### src/rtl/ct_merge_arb.sv
// ct_merge_arb: round-robin packet-locking merge of NI ready/valid streams onto one registered output.
module ct_merge_arb #(
  parameter int NI       = 2,
  parameter int WO       = 32,
  parameter int EOP_LOC  = 0,
  parameter int PKT_LOCK = 1
) (
  input  logic             clk,
  input  logic             reset,
  input  logic [NI*WO-1:0] i_data,
  input  logic [NI-1:0]    i_valid,
  output logic [NI-1:0]    o_ready,
  output logic [WO-1:0]    o_data,
  output logic             o_valid,
  input  logic             i_ready,
  output logic [NI-1:0]    o_grant
);
  localparam int LW = $clog2(NI);
  typedef enum logic {IDLE, LOCKED} state_t;
  state_t        r_state;
  logic [LW-1:0] r_last, w_sel, w_idx;
  logic [WO-1:0] r_data, w_beat;
  logic [NI-1:0] r_grant;
  logic          r_valid, w_load, w_found, w_xfer, w_eop;
  assign w_load = !r_valid | i_ready;
  // While locked the owner is always r_last, so no separate owner register is kept.
  always_comb begin
    w_idx = '0;
    w_sel = r_last;
    w_found = (r_state == LOCKED) & i_valid[r_last];
    if (r_state == IDLE)
      for (int k = NI; k >= 1; k--) begin
        w_idx = LW'((int'(r_last) + k) % NI);
        if (i_valid[w_idx]) begin
          w_sel = w_idx;
          w_found = 1'b1;
        end
      end
  end
  always_comb begin
    w_beat = '0;
    for (int j = 0; j < NI; j++) w_beat = (w_sel == LW'(j)) ? i_data[j*WO +: WO] : w_beat;
  end
  assign w_eop   = w_beat[EOP_LOC];
  assign w_xfer  = w_load & w_found;
  assign o_ready = NI'(w_xfer) << w_sel;
  assign o_data  = r_data;
  assign o_valid = r_valid;
  assign o_grant = r_grant;
  always_ff @(posedge clk) begin
    if (reset) begin
      r_state <= IDLE;
      r_last  <= LW'(NI - 1);
      r_valid <= 1'b0;
      r_data  <= '0;
      r_grant <= '0;
    end else if (w_load) begin
      r_valid <= w_found;
      if (w_found) begin
        r_data <= w_beat;
        r_last <= w_sel;
        if (PKT_LOCK != 0) begin
          r_state <= w_eop ? IDLE : LOCKED;
          r_grant <= w_eop ? '0 : NI'(1) << w_sel;
        end
      end
    end
  end
endmodule

### config.mk
export PLATFORM = sky130hd
export DESIGN_NAME = ct_merge_arb
export DESIGN_NICKNAME = d
export VERILOG_FILES = /design/src/rtl/ct_merge_arb.sv
export SDC_FILE = /design/constraint.sdc
export NUM_CORES = 1
export LEC_CHECK = 0
export BUFFER_PORTS_ARGS = -buffer_cell sky130_fd_sc_hd__buf_2
export CORE_MARGIN = 5
export CORE_UTILIZATION = 46
export CTS_BUF_LIST = sky130_fd_sc_hd__clkbuf_8
export DETAILED_ROUTE_END_ITERATION = 6
export GPL_ROUTABILITY_DRIVEN = 1
export PLACE_DENSITY = 0.77
export SYNTH_ARGS = -nofsm -noshare
export SYNTH_HDL_FRONTEND = slang
export SYNTH_SLANG_ARGS = --single-unit
### constraint.sdc
create_clock -name clk -period 1.8 [get_ports clk]
set_input_delay 0.36 -clock clk [delete_from_list [all_inputs] [get_ports clk]]
set_output_delay 0.36 -clock clk [all_outputs]
set_load 0.01 [all_outputs]
Word level (Yosys, flattened, before mapping) --
Index checks and enable logic that the tools add are counted.
Storage, ports and cells: register bits after elaboration 37, input bits 69, output and inout port bits 37, logic and storage cells 32
Operators by class: add/sub/neg operators 2, order comparisons 3, shift-type cells 2, muxes and demuxes 15, bitwise operators 3, reduce and logical (&&, ||, !) cells 2
Operators by type and width (number):
- 32-bit two-way mux | 1
- 1-bit two-way mux | 13
- 1-bit by 2-bit less-than comparator with 1-bit output, second input constant | 3
- 1-bit adder, second input constant | 2
- 1-bit bitwise AND | 2
- 2-bit two-way mux | 1
- 2-bit AND reduction | 1
- 1-bit by 1-bit left shift with 2-bit output | 1
- 1-bit by 1-bit left shift with 2-bit output, first input constant | 1
- 1-bit logical NOT | 1
- 1-bit OR | 1

Logic depth before layout (Yosys ltp) --
word-level depth 8, depth in mapped cells 7, mapped depth without buffers 4

Worst setup path before layout --
Ideal clock, no wire load.
kind input-to-output, start in i_valid[0], end out o_ready[0], arrival time 1.210 ns, required time 1.440 ns, path slack 0.230 ns, stages on the path 4, buffers on the path 1, cells stage by stage nand2b_1 -> o221ai_2 -> clkbuf_1 -> nor2_1
On the way: word-level cells in the longest chain between the ends 8, elaborated cells between the ends (all ways) 15, classes of those cells shift (1); mux (12); bitwise (2)
RTL lines:
- start: declaration | RTL line 11 | input logic [NI-1:0] i_valid,
- 1-bit two-way mux (implied by the code) (2 in series) | RTL line 30 | w_found = (r_state == LOCKED) & i_valid[r_last];
- 1-bit bitwise AND | RTL line 30
- 1-bit two-way mux (2 in series) | RTL line 34 | if (i_valid[w_idx]) begin
- 1-bit two-way mux | RTL line 31 | if (r_state == IDLE)
- 1-bit bitwise AND | RTL line 45 | assign w_xfer = w_load & w_found;
- 1-bit by 1-bit left shift with 2-bit output (*) | RTL line 46 | assign o_ready = NI'(w_xfer) << w_sel;
- end: declaration | RTL line 12 | output logic [NI-1:0] o_ready,
Mark *: on every way between the ends. The rest lies on a longest branch, timed or not. The select of a mux whose other input is x is not followed.

Worst setup path after layout --
start reg r_state, end out o_ready[1]
On the way: word-level cells in the longest chain between the ends 6, elaborated cells between the ends (all ways) 7, classes of those cells shift (1); mux (4); bitwise (2)
RTL lines:
- start: declaration | RTL line 20 | state_t r_state;
- start signal: assignment | RTL line 63 | r_state <= w_eop ? IDLE : LOCKED;
- 1-bit bitwise AND | RTL line 30
- 1-bit two-way mux (2 in series) | RTL line 34
- 1-bit two-way mux | RTL line 31
- 1-bit bitwise AND | RTL line 45
- 1-bit by 1-bit left shift with 2-bit output (*) | RTL line 46
Mark *: on every way between the ends. The rest lies on a longest branch, timed or not.

==> out/qor.txt <==
status - complete, no violations
DR vias - 3037
Pwr Density - 823 mW/mm²
Final nets - 470
Post-synth EDFFs - 0
layout cells sized above 1 - 37.3%
post-synthesis area per instance - 8.64 µm²
gpl congestion - 0.804
largest net degree at the start of global routing - 51
Congestion Overflow GR - 0
initial core utilization - 47.1%
Skew-Pair Late Insertion Delay - 290 ps
largest fanout on the critical path - 7
Die X - 85.1 µm
initial antenna violation count - 0
pre-CTS setup slack - 53.1 ps
global-route wire length before repair - 13000 µm
Mapped Nets - 369
Rel. slew slack - 55.3%
Die H - 85.1 µm
CTS Buf Count - 5
DRC - 0
fin util - 62.3%
Ant. Diodes - 0
Antenna Violating Nets Remaining - 0
Cell variety after synth - 24
largest cells by area after synthesis - dfxtp_1 (29%), o221ai_1 (21%), mux2i_1 (13%)
CTS tree - built
core area - 0.00551 mm²
Post-DP Area - 0.00323 mm²
clock-pin slew on the worst setup and hold paths - 80 ps
Synth top area share - 28.6%
final instance area - 0.00343 mm²
drt initial violations - 266
H-tree levels - 2
Max Clk Rate - 573 MHz
clock buffer depth - 2
ys async rst share - 0%
final worst slack - 56.2 ps
Die ar. - 0.00724 mm²
Max Cap Viol - 0
Synth Instances - 300
leading area contributor after synthesis - dfxtp_1
Peak VDD IR - 0.498 mV
Rows - 27
Hold Path Origin - i_data[32]
Lkg Pwr - 0.00155 µW
final std cells w/o fill - 474
Final Cycle Share - 96.9%
Worst-Margin Slew - 671 ps
Area Overhead vs Synth - 32.4%
clock sinks - 37
Worst Setup SP - r_state
crit path time final - 1740 ps
CP Class - reg -> out
dpl cells - 456
register area share after synthesis - 28.6%
Crit path required time - 1440 ps
Hold Violations, Final - 0
count leader, synth - o221ai_1
clk_skew - 3.27 ps
Clk Tree Root Cell - clkbuf_8
WL/cell - 17.6 µm
R2R Path Start - r_state
crit path DAT - 1380 ps
# setup viols final - 0
crit start category - flop
synth warn - 0
I/O pins - 106
Synth Register Bits - 37
Post-synth top flop - dfxtp_1
I/O Buffers - 105
HP Class - in -> reg
DRT Pass-1 Iters - 5
final WL - 8350 µm
most frequent cells after synthesis - o221ai_1 (62), dfxtp_1 (37), a21oi_1 (36), nand2_1 (36), mux2i_1 (34)
cell area after synthesis - 0.00259 mm²
vias per inst - 6.41
GRT Util Overall - 21.3%
Detail Placement HPWL - 5710 µm
Slew Limit Fails - 0
number of global-route vias before repair - 2731
Crit. End Element - output pin
final timing paths:
check / to / slack [ps] / cells after the start
worst max-delay path: o_ready[1] / 60 / 5
worst min-delay path: o_grant[1] / 410 / 3
worst max register to register: o_data[0] / 180 / 6
worst min register to register: o_data[1] / 450 / 2
area by class of cell:
cell class | instances | area, µm²
Clock buffer | 5 | 68.8
Inverter | 1 | 3.75
Tap cell | 72 | 90.1
Fill cell | 515 | 2070
Clock inverter | 3 | 13.8
Multi-Input combinational cell | 221 | 1690
Sequential cell | 37 | 748
Timing Repair Buffer | 135 | 815
cell usage in the layout, fill, tap and decap left out, drive strengths merged, types with 2 or more instances in the layout:
master  count
a21oi      36
a221o      31
buf       135
clkbuf      5
clkinv      2
dfxtp      37
inv         2
mux2i      34
nand2      36
nand2b      4
nor2        3
nor3b       2
o21ai       3
o221ai     63
or3         2
report_power, final:
group / internal [µW] / switching (µW) / leakage (µW)
Clock: 263 / 314 / 0.0000491
Combinational: 600 / 646 / 0.00119
Sequential: 932 / 69.0 / 0.000306
flip-flops by register name (all words and copies together) (netlist names):
register  cells
r_state       1
o_data       32
o_grant       2
r_last        1
o_valid       1
critical path: stages (launching register included):
cell,delay (ps)
dfxtp_4,400
buf_8,120
nor2b_1,50
mux2_4,290
nor2_4,130
buf_6,110
stage by stage:
step / total power [µW] / setup TNS [ps] / hold WS, ps
3_3_place_gp: 2150 / 0 / 441
4_1_cts: 2770 / 0 / 384
5_1_grt: 3000 / -24.1 / 428
3_5_place_dp: 2180 / 0 / 444
6_report: 2820 / 0 / 407
2_1_floorplan: 1760 / 0 / 476
layer usage:
layer	global-route usage, %	up-vias	share of wire [%]
met4	4.75	0	1.3
li1	-	1429	-
met5	0	-	0
met2	34.5	164	49
met3	5.15	14	8.2
met1	28.7	1430	41
repair_timing:
item | 4_1_cts | 5_1_grt
pin swaps | 0 | 2
hold endpoints to repair | 0 | 0
hold buffers | 0 | 0
gates resized for setup | 7 | 5
endpoints found under the setup margin | 2 | 2
setup buffers | 1 | 9
cells by family (layout without fill, tap and decap cells):
family | count (synthesis) | count (layout) | share of synthesized area, %
multiplexers | 35 | 35 | 13.6
flip-flops | 37 | 37 | 28.6
buffers and inverters | 42 | 144 | 7.43
AO/OA/AOI/OAI | 136 | 136 | 42.0
AND/OR/NAND/NOR | 50 | 50 | 8.45
(Power assumes the default switching activity.)
